## config.mk

```make
export PLATFORM = sky130hd
export DESIGN_NAME = ram_sp_param_flat
export DESIGN_NICKNAME = d
export VERILOG_FILES = /design/src/rtl/ram_sp_param_if.sv /design/src/rtl/ram_sp_param.sv /design/src/flat_wrapper.sv
export SDC_FILE = /design/constraint.sdc
export NUM_CORES = 1
export LEC_CHECK = 0
export CAP_MARGIN = 20
export CORE_MARGIN = 2
export CORE_UTILIZATION = 25
export DETAILED_ROUTE_END_ITERATION = 10
export PLACE_DENSITY_LB_ADDON = 0.12
export SLEW_MARGIN = 30
export SYNTH_ARGS = -nofsm -noshare
export SYNTH_HDL_FRONTEND = slang
export SYNTH_SLANG_ARGS = --single-unit
```

## constraint.sdc

```tcl
create_clock -name clk -period 1.6 [get_ports clk]
set_input_delay 0.16 -clock clk [delete_from_list [all_inputs] [get_ports clk]]
set_output_delay 0.16 -clock clk [all_outputs]
set_load 0.01 [all_outputs]
```

## src/rtl/ram_sp_param_if.sv

```systemverilog
// Bus-side interface for ram_sp_param: request controls, write data and read results.
// The par_inj/rd_perr pair exists only when RAM_PARITY_EN is defined.
interface ram_sp_param_if #(
    parameter int DATA_W = 8,
    parameter int ADDR_W = 4
);
    logic              cs;
    logic              wa;
    logic              oa;
    logic [ADDR_W-1:0] addr;
    logic [DATA_W-1:0] data_in;
    logic [DATA_W-1:0] data_out;
    logic              rd_valid;
    logic              busy;
`ifdef RAM_PARITY_EN
    logic              par_inj;
    logic              rd_perr;
`endif

    modport master (
        output cs, wa, oa, addr, data_in,
`ifdef RAM_PARITY_EN
        output par_inj,
        input  rd_perr,
`endif
        input  data_out, rd_valid, busy
    );

    modport slave (
        input  cs, wa, oa, addr, data_in,
`ifdef RAM_PARITY_EN
        input  par_inj,
        output rd_perr,
`endif
        output data_out, rd_valid, busy
    );
endinterface

```

## src/rtl/ram_sp_param.sv

```systemverilog
// Parametrised single-port synchronous RAM with registered reads and a zero-fill sweep after reset.
// Optional per-word even parity is enabled with RAM_PARITY_EN.
module ram_sp_param #(
    parameter int DATA_W = 8,
    parameter int ADDR_W = 4
) (
    input logic          clk,
    input logic          rst_n,
    ram_sp_param_if.slave bus
);
    localparam int unsigned DEPTH = 2 ** ADDR_W;
`ifdef RAM_PARITY_EN
    localparam int MEM_W = DATA_W + 1;
`else
    localparam int MEM_W = DATA_W;
`endif

    typedef enum logic {CLEAR, IDLE} state_t;

    state_t            state, state_nx;
    logic [ADDR_W-1:0] clr_ptr, clr_ptr_nx;
    logic [MEM_W-1:0]  mem [DEPTH];
    logic              we;
    logic              rd_en;
    logic [ADDR_W-1:0] waddr;
    logic [MEM_W-1:0]  wdata;
    logic [MEM_W-1:0]  rword;

    assign rword = mem[bus.addr];

    always_ff @(posedge clk or negedge rst_n) begin
        if (!rst_n) begin
            state   <= CLEAR;
            clr_ptr <= '0;
        end else begin
            state   <= state_nx;
            clr_ptr <= clr_ptr_nx;
        end
    end

    always_comb begin
        state_nx   = state;
        clr_ptr_nx = clr_ptr;
        we         = 1'b0;
        rd_en      = 1'b0;
        waddr      = bus.addr;
`ifdef RAM_PARITY_EN
        wdata      = {^bus.data_in ^ bus.par_inj, bus.data_in};
`else
        wdata      = bus.data_in;
`endif
        unique case (state)
            CLEAR: begin
                // All-zero word carries even parity 0, so the sweep stores valid parity too
                we         = 1'b1;
                waddr      = clr_ptr;
                wdata      = '0;
                clr_ptr_nx = clr_ptr + 1'b1;
                if (clr_ptr == '1) state_nx = IDLE;
            end
            IDLE: begin
                we    = bus.cs & bus.wa & ~bus.oa;
                rd_en = bus.cs & bus.oa & ~bus.wa;
            end
        endcase
    end

    always_ff @(posedge clk) begin
        if (we) mem[waddr] <= wdata;
    end

    always_ff @(posedge clk or negedge rst_n) begin
        if (!rst_n) begin
            bus.data_out <= '0;
            bus.rd_valid <= 1'b0;
            bus.busy     <= 1'b1;
`ifdef RAM_PARITY_EN
            bus.rd_perr  <= 1'b0;
`endif
        end else begin
            bus.rd_valid <= rd_en;
            bus.busy     <= (state_nx == CLEAR);
            if (rd_en) bus.data_out <= rword[DATA_W-1:0];
`ifdef RAM_PARITY_EN
            bus.rd_perr  <= rd_en & (^rword);
`endif
        end
    end
endmodule
```

## src/flat_wrapper.sv

```systemverilog
// flat-port wrapper written by rule: the top's interface ports become plain ports
module ram_sp_param_flat 
#(
    parameter int DATA_W = 8,
    parameter int ADDR_W = 4
)
  (clk, rst_n, bus_cs, bus_wa, bus_oa, bus_addr, bus_data_in, bus_data_out, bus_rd_valid, bus_busy);
  ram_sp_param_if #(.DATA_W(DATA_W), .ADDR_W(ADDR_W)) bus_i ();
  input logic clk;
  input logic rst_n;
  input wire logic [$bits(bus_i.cs)-1:0] bus_cs;
  input wire logic [$bits(bus_i.wa)-1:0] bus_wa;
  input wire logic [$bits(bus_i.oa)-1:0] bus_oa;
  input wire logic [$bits(bus_i.addr)-1:0] bus_addr;
  input wire logic [$bits(bus_i.data_in)-1:0] bus_data_in;
  output wire logic [$bits(bus_i.data_out)-1:0] bus_data_out;
  output wire logic [$bits(bus_i.rd_valid)-1:0] bus_rd_valid;
  output wire logic [$bits(bus_i.busy)-1:0] bus_busy;
  assign bus_i.cs = bus_cs;
  assign bus_i.wa = bus_wa;
  assign bus_i.oa = bus_oa;
  assign bus_i.addr = bus_addr;
  assign bus_i.data_in = bus_data_in;
  assign bus_data_out = bus_i.data_out;
  assign bus_rd_valid = bus_i.rd_valid;
  assign bus_busy = bus_i.busy;
  ram_sp_param #(.DATA_W(DATA_W), .ADDR_W(ADDR_W)) u_core (.clk(clk), .rst_n(rst_n), .bus(bus_i));
endmodule
```

; Yosys cells after proc, flatten, opt, wreduce, memory -nomap -nowiden
; Memory sizes are Yosys's and may differ from the RTL's. A register that Yosys moved wholly into a read port is not among the register bits.
; Index checks and enable logic that the tools add are counted.
[classes]
add_sub_neg = 1
eq_ne = 1
n_mux = 8
bitwise_logic = 8
n_reduce_logical = 1
[op_table]
columns = op, count
row1 = 8-bit two-way mux, 1
row2 = 1-bit two-way mux, 5
row3 = 4-bit by 1-bit adder with 4-bit output (second input constant), 1
row4 = 1-bit AND, 4
row5 = 4-bit equality test (second input constant), 1
row6 = 4-bit two-way mux, 1
row7 = 1-bit inverter, 4
row8 = 1-bit one-hot mux with 2 select lines, 1
row9 = 1-bit logical NOT, 1
[word_totals]
reg_bits = 7
ram_bits = 128
in_bits = 17
out_inout_bits = 10
elab_cells = 24
n_memories = 1
[mem_list]
columns = memory, words, width, read_ports, rd_ports_with_merged_regs, write_ports, line_no
row1 = u_core.mem, 16, 8, 1, 1, 1, ram_sp_param.sv:22  ; logic [MEM_W-1:0] mem [DEPTH];

; Depth between registers and ports, before layout
[logic_depth]
ltp_word = 5
mapped_depth = 6
ltp_nobuf = 5

; Least setup slack after synthesis
; OpenSTA, ideal clock, no wires.
[synth_timing]
path_kind = register to register
startpoint = reg u_core.state
endpoint = mem u_core.mem[0][0] (netlist name), enable pin
setup_ps = 370
arrival_ps = 1370
t_required_ps = 1230
slack_ps = -140
path_stages_with_launch = 6
n_path_buf = 2
synth_period_minus_slack_ps = 1740
path_cell_list = dfrtp_1 -> buf_2 -> buf_1 -> nor3_1 -> a21oi_1 -> nor2_1
[synth_between]
elab_chain_cells = 4
elab_cells_between_ends = 5
cone_classes = mux (4) / bitwise (1)
[synth_rtl]
columns = item, line_no
row1 = from (decl), ram_sp_param.sv:20  ; state_t state, state_nx;
row2 = from (signal assigned), ram_sp_param.sv:36  ; state <= state_nx;
row3 = 1-bit inverter, ram_sp_param.sv:52  ; unique case (state)
row4 = 1-bit one-hot mux with 2 select lines, ram_sp_param.sv:52
row5 = 1-bit two-way mux, ram_sp_param.sv:69  ; if (we) mem[waddr] <= wdata;
row6 = 1-bit two-way mux (not written as such), ram_sp_param.sv:69
row7 = to (decl), ram_sp_param.sv:22
; Parallel ways exist; a longest one is shown, timed or not.

; Worst setup path in the final report
[layout_timing]
startpoint = reg u_core.state
endpoint = mem u_core.mem[6][2] (netlist name), enable pin
; Same word-level chain as after synthesis.

==> reports/qor.json <==
{
  "status": {
    "run_status": "finished with violations",
    "failing_checks": "setup timing"
  },
  "sta": {
    "final.hold.worst_slack_ns": 0.524,
    "setup_tns_ns": -2.21,
    "drv_slew": 0,
    "finalCritPeriodShare": 1.04,
    "final.min_clock_period_ns": 1.66,
    "worst_slew_margin": 0.490,
    "tightestPinTransition_ns": 0.764,
    "setup_viol": 64,
    "final-hold-violation-count": 0,
    "grt_setup_unrepaired": "true",
    "clock-skew-final_ns": 0.00870,
    "max_freq_mhz": 602,
    "worst_slack_ns": -0.0619
  },
  "global_route": {
    "antenna_found_initial": 1,
    "grt_start_max_net_pins": 29,
    "global_route.usage.total": 0.128,
    "first_global_vias": 3428,
    "grt_overflow": 0,
    "grt_pass1_wl_um": 21600
  },
  "clocking": {
    "numClockSinks": 143,
    "cts_htree_levels": 4,
    "cts_root_buf": "clkbuf_16",
    "clock_tree.buffer_depth": 2,
    "cts_buffers": 17,
    "clk_pin_slew_ns": 0.06,
    "clkLatencyLatePin_ns": 0.41,
    "cts_tree": "done"
  },
  "pwr": {
    "p_leak_uw": 0.00272,
    "intPower_uw": 6910,
    "pwr-share-clk": 0.459,
    "net_load_switching_power_uw": 1950,
    "swShare": 0.220,
    "max-vdd-ir-drop_v": 0.000646,
    "power.combinational.fraction": 0.073,
    "sequentialPowerShare": 0.468,
    "power.density_nw_per_um2": 1110,
    "power.total_uw": 8860
  },
  "placed_design": {
    "hpwl_um": 9690,
    "place_worst_setup_slack_ns": -0.642,
    "routabilityCongestion": 0.734,
    "io_buffers": 26
  },
  "route": {
    "drt.antenna.violating_nets": 0,
    "detail_route.iter0.violations": 116,
    "drt-pass1-iter-count": 4,
    "routed_via_density": 4.37,
    "finalWirelength_um": 14800,
    "wl_per_cell_um": 20.9,
    "detailroute.via_count": 3093,
    "drc_violations_left": 0
  },
  "cells_and_area": {
    "layout.nets": 427,
    "antenna_cells": 0,
    "post_route_cells_drive_above_1_share": 0.455,
    "layout.filler_cells": 2102,
    "syn2layout_area_growth_pct": 40.1
  },
  "critical_path": {
    "path_class": "reg2reg",
    "critical_path_peak_fanout": 8,
    "slowest_stage": "dfrtp_2",
    "critical_path.max_stage_delay_ns": 0.44,
    "crit_path_start_kind": "flip-flop",
    "worstPathCellList": "buf_6, buf_12, nor3b_2, a31oi_1, buf_4, nor2_4, buf_8",
    "endpoint_kind": "flip-flop",
    "worst-endpoint-arrival_ns": 1.78,
    "count_of_buffer_and_inverter_cells_on_the_critical_path": 4,
    "cp_data_required_time_ns": 1.72,
    "worst_path_dominant_cell_family": "buffers and inverters",
    "timing.rr.start": "u_core.state",
    "critPathLaunch": "u_core.state"
  },
  "floorplanning": {
    "placement_rows": 55,
    "die_area_um2": 24000,
    "num_io_pins": 27,
    "fp.coreArea_um2": 22500,
    "die_h_um": 155,
    "floorplan.initialDensity": 0.253,
    "dieWidth_um": 155
  },
  "logic_synthesis": {
    "synth.cell_area_um2": 5690,
    "synth_flop_cell": "edfxtp_1",
    "synth.cells.most_frequent": "128 x edfxtp_1, 23 x nor2_1, 21 x mux4_2, 18 x mux2i_1, 14 x dfrtp_1",
    "post-synth-top-count-cell": "edfxtp_1",
    "netlist_instances": 301,
    "fraction_of_synthesis_flops_using_an_asynchronous_set_or_reset_pin": 0.105,
    "synth_cell_types": 38,
    "synth.largest_area_cell": "edfxtp_1",
    "synth-warning-count": 0,
    "syn_nets": 319,
    "post-synth-top-area-fraction": 0.675,
    "synth_sequential_area_ratio": 0.741,
    "synthTopCellsByArea": "edfxtp_1 68%, mux4_2 8.3%, dfrtp_1 6.2%",
    "count_of_flip_flops_with_a_built_in_enable_after_synthesis": 128,
    "postSynthRegisterBits": 143,
    "synth_area_per_cell_um2": 18.9
  },
  "job": {
    "maxCapViolations": 0
  },
  "min_path": {
    "worst_hold_path_type": "reg2reg",
    "worstHoldStart": "u_core.bus.data_out[2]"
  }
}
## registers in the layout (all words and copies together), names as in the netlist
name and cells:
u_core.clr_ptr 4, u_core.bus.data_out 8, u_core.bus.busy 1, u_core.state 1, u_core.mem 128, u_core.bus.rd_valid 1
## area by class of cell
class                      count  area, um2  area share
clock inverter                15        185      0.0232
inverter                       3       12.5     0.00157
multi-input combinational    140       1680       0.210
sequential                   143       4220       0.529
timing repair buffer         104       1100       0.138
tap                          285        357      0.0447
clock buffer                  17        425      0.0533
## worst register-to-register path, stage by stage, from the launching register on
cell and delay (ns):
dfrtp_2 0.44, buf_6 0.15, buf_12 0.13, nor3b_2 0.14, a31oi_1 0.06, buf_4 0.19
nor2_4 0.10, buf_8 0.15
## per-stage QoR
stage / utilization / cell area, um2 / cells
after global routing: 0.355 / 7980 / 707
after floorplan: - / 5700 / 301
after CTS: 0.345 / 7760 / 702
after global placement: 0.300 / 6740 / 660
after detailed placement: 0.300 / 6740 / 660
final: 0.355 / 7980 / 707
## power groups by stage
stage                     combinational (uW)  clock, uW  sequential, uW
after floorplan                          251          0            4230
after global placement                   570          0            4230
after detailed placement                 572          0            4230
after CTS                                621       4170            4150
after global routing                     703       4310            4150
final                                    648       4070            4150
## layout by cell type (no fill, tap or decap), drive strengths merged, types with 5 or more instances in the layout
cell type / Yosys / layout
a22oi: 8 / 8
o21ai: 5 / 5
nor2b: 6 / 6
mux2i: 18 / 18
edfxtp: 128 / 128
a211oi: 5 / 5
mux2: 7 / 7
clkdlybuf4s50: 0 / 23
nand2: 8 / 8
nor2: 23 / 23
inv: 2 / 6
clkbuf: 3 / 18
dfrtp: 14 / 14
and2: 8 / 8
clkinv: 1 / 6
mux4: 26 / 26
nand3: 5 / 5
buf: 12 / 78
## routing by layer
metal	routed length (um)	track usage
met5	0	0
met4	188	0.0388
met3	519	0.0329
met2	7590	0.220
met1	6490	0.158
## repair_timing
| action | 4_1_cts | 5_1_grt |
|---|---|---|
| hold buffers | 1 | 0 |
| pin swaps | 17 | 9 |
| cloned | 0 | 1 |
| setup endpoints to repair | 201 | 160 |
| resized for setup | 81 | 34 |
| buffers inserted | 9 | 6 |
| hold endpoints to repair | 4 | 0 |
## cells by family after synthesis
logic type,share of synthesized area
multiplexers,0.152
AO/OA/AOI/OAI,0.0365
XOR/XNOR,0.00462
adder cells (fa/ha/maj),0.00220
flip-flops,0.741
buffers and inverters,0.0158
AND/OR/NAND/NOR,0.0481
## worst paths after layout
check | end | slack, ns | cells after the start
worst max-delay path | u_core.mem[6][2] | -0.06 | 7
worst min-delay path | u_core.bus.data_out[2] | 0.52 | 2
worst max register to register | u_core.mem[6][2] | -0.06 | 7
worst min register to register | u_core.bus.data_out[2] | 0.52 | 2
max in group asynchronous | u_core.state | 0.57 | 3
min in group asynchronous | u_core.bus.rd_valid | 0.54 | 2
No activity file was read; power rests on OpenSTA's default activity.
